==> config.mk <==
export PLATFORM = sky130hd
export DESIGN_NAME = mem_port_arbiter
export DESIGN_NICKNAME = d
export VERILOG_FILES = /design/src/rtl/mem_port_arbiter.sv
export SDC_FILE = /design/constraint.sdc
export NUM_CORES = 1
export LEC_CHECK = 0
export CORE_MARGIN = 2
export CORE_UTILIZATION = 30
export CTS_BUF_LIST = sky130_fd_sc_hd__clkbuf_16
export CTS_CLUSTER_SIZE = 14
export DETAILED_ROUTE_END_ITERATION = 16
export DONT_BUFFER_PORTS = 1
export PLACE_DENSITY = 0.44
export SETUP_SLACK_MARGIN = 0.02
export SYNTH_ARGS = -nofsm -noshare
export SYNTH_HDL_FRONTEND = slang
export SYNTH_SLANG_ARGS = --single-unit
==> constraint.sdc <==
create_clock -name clk -period 5.9 [get_ports clk]
set_input_delay 1.77 -clock clk [delete_from_list [all_inputs] [get_ports clk]]
set_output_delay 1.77 -clock clk [all_outputs]
set_load 0.02 [all_outputs]
==> src/rtl/mem_port_arbiter.sv <==
// ----------------------------------------------------------------------------
// mem_port_arbiter
//
// Shares one single-port unified memory between the instruction-fetch (IF)
// requester and the data-memory stage (DM) of the pipelined RV32 core.
//
//   * At most one memory access is granted per cycle.
//   * DM has fixed priority. IF gains priority after MAX_STARVE consecutive
//     cycles of being denied while requesting.
//   * The memory has a 1-cycle read latency. Read data is registered and
//     routed back to the requester that issued the read, so a grant in cycle
//     N yields an rvalid pulse in cycle N+2.
//   * stall_if tells the hazard logic that IF asked but was not served.
//
// Optional build macro: ARB_PERF_CNT_EN
//   When defined, the module adds two free-running 32-bit performance
//   counters as outputs: conflict_cnt and force_cnt.
//
// Parameters:
//   AW          address width
//   DW          data width
//   MAX_STARVE  denied IF cycles before IF is forced ahead of DM (1..15)
// ----------------------------------------------------------------------------
module mem_port_arbiter #(
    parameter int AW         = 32,
    parameter int DW         = 32,
    parameter int MAX_STARVE = 3
) (
    input  logic          clk,
    input  logic          rst,

    // instruction fetch requester (read only)
    input  logic          if_req,
    input  logic [AW-1:0] if_addr,
    output logic          if_gnt,
    output logic [DW-1:0] if_rdata,
    output logic          if_rvalid,

    // data memory requester (read / write)
    input  logic          dm_req,
    input  logic          dm_we,
    input  logic [AW-1:0] dm_addr,
    input  logic [DW-1:0] dm_wdata,
    output logic          dm_gnt,
    output logic [DW-1:0] dm_rdata,
    output logic          dm_rvalid,

    // shared memory port
    output logic          mem_en,
    output logic          mem_we,
    output logic [AW-1:0] mem_addr,
    output logic [DW-1:0] mem_wdata,
    input  logic [DW-1:0] mem_rdata,

    // pipeline hazard indication
    output logic          stall_if
`ifdef ARB_PERF_CNT_EN
    ,
    output logic [31:0]   conflict_cnt,
    output logic [31:0]   force_cnt
`endif
);

    // ------------------------------------------------------------------------
    // Constants
    // ------------------------------------------------------------------------
    // Requester indices; they double as the encoding of the read owner.
    localparam int NREQ   = 2;
    localparam int REQ_IF = 0;
    localparam int REQ_DM = 1;

    // Four bits covers the full legal MAX_STARVE range of 1..15.
    localparam int             SW         = 4;
    localparam logic [SW-1:0]  STARVE_MAX = SW'(MAX_STARVE);

    // ------------------------------------------------------------------------
    // State and next-state signals
    // ------------------------------------------------------------------------
    logic [SW-1:0] starve_cnt_reg;
    logic [SW-1:0] starve_cnt_next;

    // A read was granted last cycle; mem_rdata is valid this cycle.
    logic          rd_pend_reg;
    logic          rd_pend_next;

    // Who issued that read: 0 = IF, 1 = DM.
    logic          rd_owner_reg;
    logic          rd_owner_next;

    // IF has waited long enough to be placed ahead of DM.
    logic          force_if;

    // ------------------------------------------------------------------------
    // Arbitration: DM wins ties unless IF has starved for MAX_STARVE cycles.
    // Reset masks every grant so the memory sees no traffic during reset.
    // ------------------------------------------------------------------------
    always_comb begin
        force_if = (starve_cnt_reg == STARVE_MAX);
        if_gnt   = 1'b0;
        dm_gnt   = 1'b0;
        if (!rst) begin
            if (if_req && (!dm_req || force_if)) begin
                if_gnt = 1'b1;
            end else if (dm_req) begin
                dm_gnt = 1'b1;
            end
        end
    end

    // ------------------------------------------------------------------------
    // Memory port drive: steer the granted requester's fields onto the port,
    // zero everything when the port is idle.
    // ------------------------------------------------------------------------
    always_comb begin
        mem_en    = if_gnt | dm_gnt;
        mem_we    = dm_gnt & dm_we;
        mem_addr  = '0;
        mem_wdata = '0;
        if (dm_gnt) begin
            mem_addr  = dm_addr;
            mem_wdata = dm_wdata;
        end else if (if_gnt) begin
            // IF only ever reads, so its write data is held at zero.
            mem_addr  = if_addr;
        end
    end

    // stall_if is purely a function of the IF request and its grant.
    assign stall_if = if_req & ~if_gnt;

    // ------------------------------------------------------------------------
    // Starvation tracking: count consecutive denied IF cycles, saturating at
    // the limit; any IF grant or idle IF cycle restarts the count.
    // ------------------------------------------------------------------------
    always_comb begin
        starve_cnt_next = starve_cnt_reg;
        if (if_gnt || !if_req) begin
            starve_cnt_next = '0;
        end else if (starve_cnt_reg != STARVE_MAX) begin
            starve_cnt_next = starve_cnt_reg + 1'b1;
        end
    end

    // ------------------------------------------------------------------------
    // Read bookkeeping: remember that a read went out and who owns it. The
    // owner is only updated on a read so the register is quiet otherwise.
    // ------------------------------------------------------------------------
    always_comb begin
        rd_pend_next  = mem_en & ~mem_we;
        rd_owner_next = rd_owner_reg;
        if (mem_en && !mem_we) begin
            rd_owner_next = dm_gnt;
        end
    end

    // Arbiter state registers.
    always_ff @(posedge clk) begin
        if (rst) begin
            starve_cnt_reg <= '0;
            rd_pend_reg    <= 1'b0;
            rd_owner_reg   <= 1'b0;
        end else begin
            starve_cnt_reg <= starve_cnt_next;
            rd_pend_reg    <= rd_pend_next;
            rd_owner_reg   <= rd_owner_next;
        end
    end

    // ------------------------------------------------------------------------
    // Per-requester response path. Each requester has its own registered
    // rdata/rvalid pair; only the owner of the pending read captures
    // mem_rdata, the other keeps its last value. Because rd_pend/rd_owner
    // are rewritten every cycle, back-to-back reads return in grant order.
    // ------------------------------------------------------------------------
    for (genvar gi = 0; gi < NREQ; gi++) begin : g_resp
        localparam logic OWNER_ID = 1'(gi);

        logic          rvalid_reg;
        logic          rvalid_next;
        logic [DW-1:0] rdata_reg;
        logic [DW-1:0] rdata_next;

        // Capture read data only when this requester owns the pending read.
        always_comb begin
            rvalid_next = rd_pend_reg && (rd_owner_reg == OWNER_ID);
            rdata_next  = rdata_reg;
            if (rvalid_next) begin
                rdata_next = mem_rdata;
            end
        end

        // Response registers; reset drops any in-flight read silently.
        always_ff @(posedge clk) begin
            if (rst) begin
                rvalid_reg <= 1'b0;
                rdata_reg  <= '0;
            end else begin
                rvalid_reg <= rvalid_next;
                rdata_reg  <= rdata_next;
            end
        end
    end

    assign if_rvalid = g_resp[REQ_IF].rvalid_reg;
    assign if_rdata  = g_resp[REQ_IF].rdata_reg;
    assign dm_rvalid = g_resp[REQ_DM].rvalid_reg;
    assign dm_rdata  = g_resp[REQ_DM].rdata_reg;

`ifdef ARB_PERF_CNT_EN
    // ------------------------------------------------------------------------
    // Performance counters, wrapping modulo 2^32.
    //   conflict_cnt : cycles where both requesters asked at once
    //   force_cnt    : cycles where IF won only because it had starved
    // ------------------------------------------------------------------------
    logic [31:0] conflict_cnt_reg;
    logic [31:0] force_cnt_reg;

    // Count contention and forced IF grants.
    always_ff @(posedge clk) begin
        if (rst) begin
            conflict_cnt_reg <= '0;
            force_cnt_reg    <= '0;
        end else begin
            if (if_req && dm_req) begin
                conflict_cnt_reg <= conflict_cnt_reg + 32'd1;
            end
            if (if_gnt && force_if && dm_req) begin
                force_cnt_reg <= force_cnt_reg + 32'd1;
            end
        end
    end

    assign conflict_cnt = conflict_cnt_reg;
    assign force_cnt    = force_cnt_reg;
`endif

endmodule

==> results.txt <==
status: complete, no violations
source-to-sink clock delay at the later pin of the worst-skew pair: 0.33 ns
Iteration-0 DRC Markers: 170
pwr dens: 347 nW/um^2
setup repair after global routing missed its margin: false
clock sink count: 72
via count of the routed design: 2676
half-perimeter wire length after placement: 7.36 mm
Vias per Instance: 5.16
Die Footprint: 11200 um^2
number of failing setup endpoints in the final timing report: 0
Mapped Area: 3110 um^2
register clock-pin slew on the reported worst setup and hold paths: 0.05 ns
leftover overflow at the end of global routing: 0
transition time at the pin with the least slew margin: 0.932 ns
clock period minus worst slack: 4.81 ns
area added between synthesis and finish: 12.2%
first-pass GRT wire length: 14.8 mm
kind of end point of the critical path: primary output
maxcap violations: 0
Primary FF master, synth: sky130_fd_sc_hd__dfxtp_1
VDD IR-drop max: 121 uV
post-route antenna net violation count: 0
Static Leakage: 1.24 nW
number of unique standard cell types used by synthesis: 26
starting utilization of the core area: 30.5%
setup TNS after final layout: 0 ns
die height: 106 um
horizontal die dimension: 106 um
critical path type: in -> out
Relative slew margins: 37.7%
proportion of synthesized chip area in sequential cells: 46.4%
clock buffers created by TritonCTS: 9
most common cell after layout, fill and taps aside: sky130_fd_sc_hd__nand2_1
Final period util: 81.6%
I/O pins: 268
antenna violations before repair: 4
Synth async-reset ratio: 0%
setup fix buffers added after clock tree synthesis: 0
worst path required time: 4.13 ns
number of gates given a new drive strength after cts: 0
worst-path cell chain: nand2b_1 -> a21oi_4 -> a22o_1
clock tree from TritonCTS: done
slowest stage delay, CP: 0.71 ns
depth of the CTS H-tree: 3
global router's overall resource usage: 17.5%
Area contributors post-synth: sky130_fd_sc_hd__dfxtp_1 46%, sky130_fd_sc_hd__nand2_1 16%, sky130_fd_sc_hd__a21oi_1 11%
final max-slew violation count: 0
crit start category: input pin
Crit path max-delay family: compound AO/OA/AOI/OAI gates
area share of the largest cell type after synthesis: 46.4%
mean cell area of the mapped netlist: 7.91 um^2
cell at the slowest stage of the critical path: sky130_fd_sc_hd__a21oi_4
placeable core area: 10200 um^2
Final Net Count: 511
Fmax: 0.208 GHz
commonest cells after routing, fill and taps aside: 130 x sky130_fd_sc_hd__nand2_1, 72 x sky130_fd_sc_hd__dfxtp_1, 66 x sky130_fd_sc_hd__a21oi_1
cell type contributing the most total cell area after synthesis: sky130_fd_sc_hd__dfxtp_1
arrival time reported for the critical path endpoint: 3.04 ns
worst path bufs/invs: 0
GPL Wtd Cong: 1.01
share of cells above drive strength 1: 10.2%
Critical Path Fanout Max: 71
wire per inst: 19.4 um
port bufs: 0
quantity of hold-fixing buffers added after cts: 0
Mapped Nets: 527
root cell of the clock tree: sky130_fd_sc_hd__clkbuf_16
Clock Skew: 0.00966 ns
number of placement rows: 37
worst hold-check path type: reg -> reg
smallest hold slack: 0.447 ns
number of iterations in the first detailed-routing pass: 6
number of synthesized register bits: 72
vias in the first global route: 2547
Final Hold Fails: 0
clock buffer depth: 2
count of unresolved DRC violations after routing: 0
count of synthesis-stage warnings from yosys: 0
Post-Syn Instances: 393
number of synthesized flops with an enable pin: 0
Routed WL: 10.1 mm
pin count of the biggest net entering global routing: 72
-- cells in the mapped netlist, types with 3 or more instances --
master,count
sky130_fd_sc_hd__and2_1,34
sky130_fd_sc_hd__dfxtp_1,72
sky130_fd_sc_hd__nor2_1,8
sky130_fd_sc_hd__buf_6,4
sky130_fd_sc_hd__nand2_1,130
sky130_fd_sc_hd__a21oi_1,66
sky130_fd_sc_hd__nand2b_1,3
sky130_fd_sc_hd__a22o_1,20
sky130_fd_sc_hd__a22o_2,12
sky130_fd_sc_hd__clkbuf_1,20
sky130_fd_sc_hd__buf_2,5
-- report_power, final --
group | total (mW) | switching [mW] | internal [mW] | leakage [nW]
registers | 0.534 | 0.0309 | 0.503 | 0.585
logic | 0.105 | 0.0734 | 0.0317 | 0.499
clock network | 0.569 | 0.202 | 0.367 | 0.153
-- layout make-up --
class                      instances  area (um^2)
fill                            1075         6700
timing repair buffer               6         45.0
inverter                           2         7.51
sequential                        72         1440
tap                              136          170
antenna                            2         5.00
multi-input combinational        286         1510
clock buffer                       9          225
clock inverter                     6         85.1
-- worst reg2reg max path, delay by kind of cell (launching register included) --
kind / cells / cell delay (ns)
compound gates: 2 / 0.92
fa+ha+maj: 1 / 0.20
flops: 1 / 0.35
simple gates: 1 / 0.42
-- metal layers --
layer	wire [um]	share of wire, %	GRT usage (%)	vias to the layer above
met5	24	0.24	0	-
met4	176	1.7	5.83	4
met3	1150	11	9.21	10
met2	4620	46	26.4	151
met1	4110	41	21.4	1242
li1	-	-	-	1269
-- per-stage QoR --
stage	setup slack, ns	total power, mW	area, um^2	util [%]	instances
detailed placement	1.11	0.651	3170	31.1	502
floorplan	1.32	0.641	3110	-	393
finish	1.09	1.21	3490	34.2	519
global route	1.03	1.26	3490	34.2	519
CTS	1.11	1.23	3480	34.2	517
global placement	1.15	0.650	3170	31.1	502
-- path summary, 6_finish.rpt --
path                            slack (ns)                             end  depth (start not counted)                      startpoint
worst max-delay path                  1.09                     mem_addr[7]                          3                             rst
worst min-delay path                  0.45  starve_cnt_reg[0]$_SDFFE_PP0N_                          1  starve_cnt_reg[0]$_SDFFE_PP0N_
worst max register to register        3.97          rd_pend_reg$_SDFF_PP0_                          4  starve_cnt_reg[0]$_SDFFE_PP0N_
worst min register to register        0.45  starve_cnt_reg[0]$_SDFFE_PP0N_                          1  starve_cnt_reg[0]$_SDFFE_PP0N_
-- logic make-up after synthesis --
group                      after synthesis  share of synthesized area [%]
AOI/OAI and AO/OA                      102                           21.5
xor gates and xnor gates                 2                          0.564
adders and majority gates                1                          0.403
buffers and inverters                   35                           5.47
DFF                                     72                           46.4
and+or+nand+nor                        181                           25.7
No activity file was read; power rests on OpenSTA's default activity.
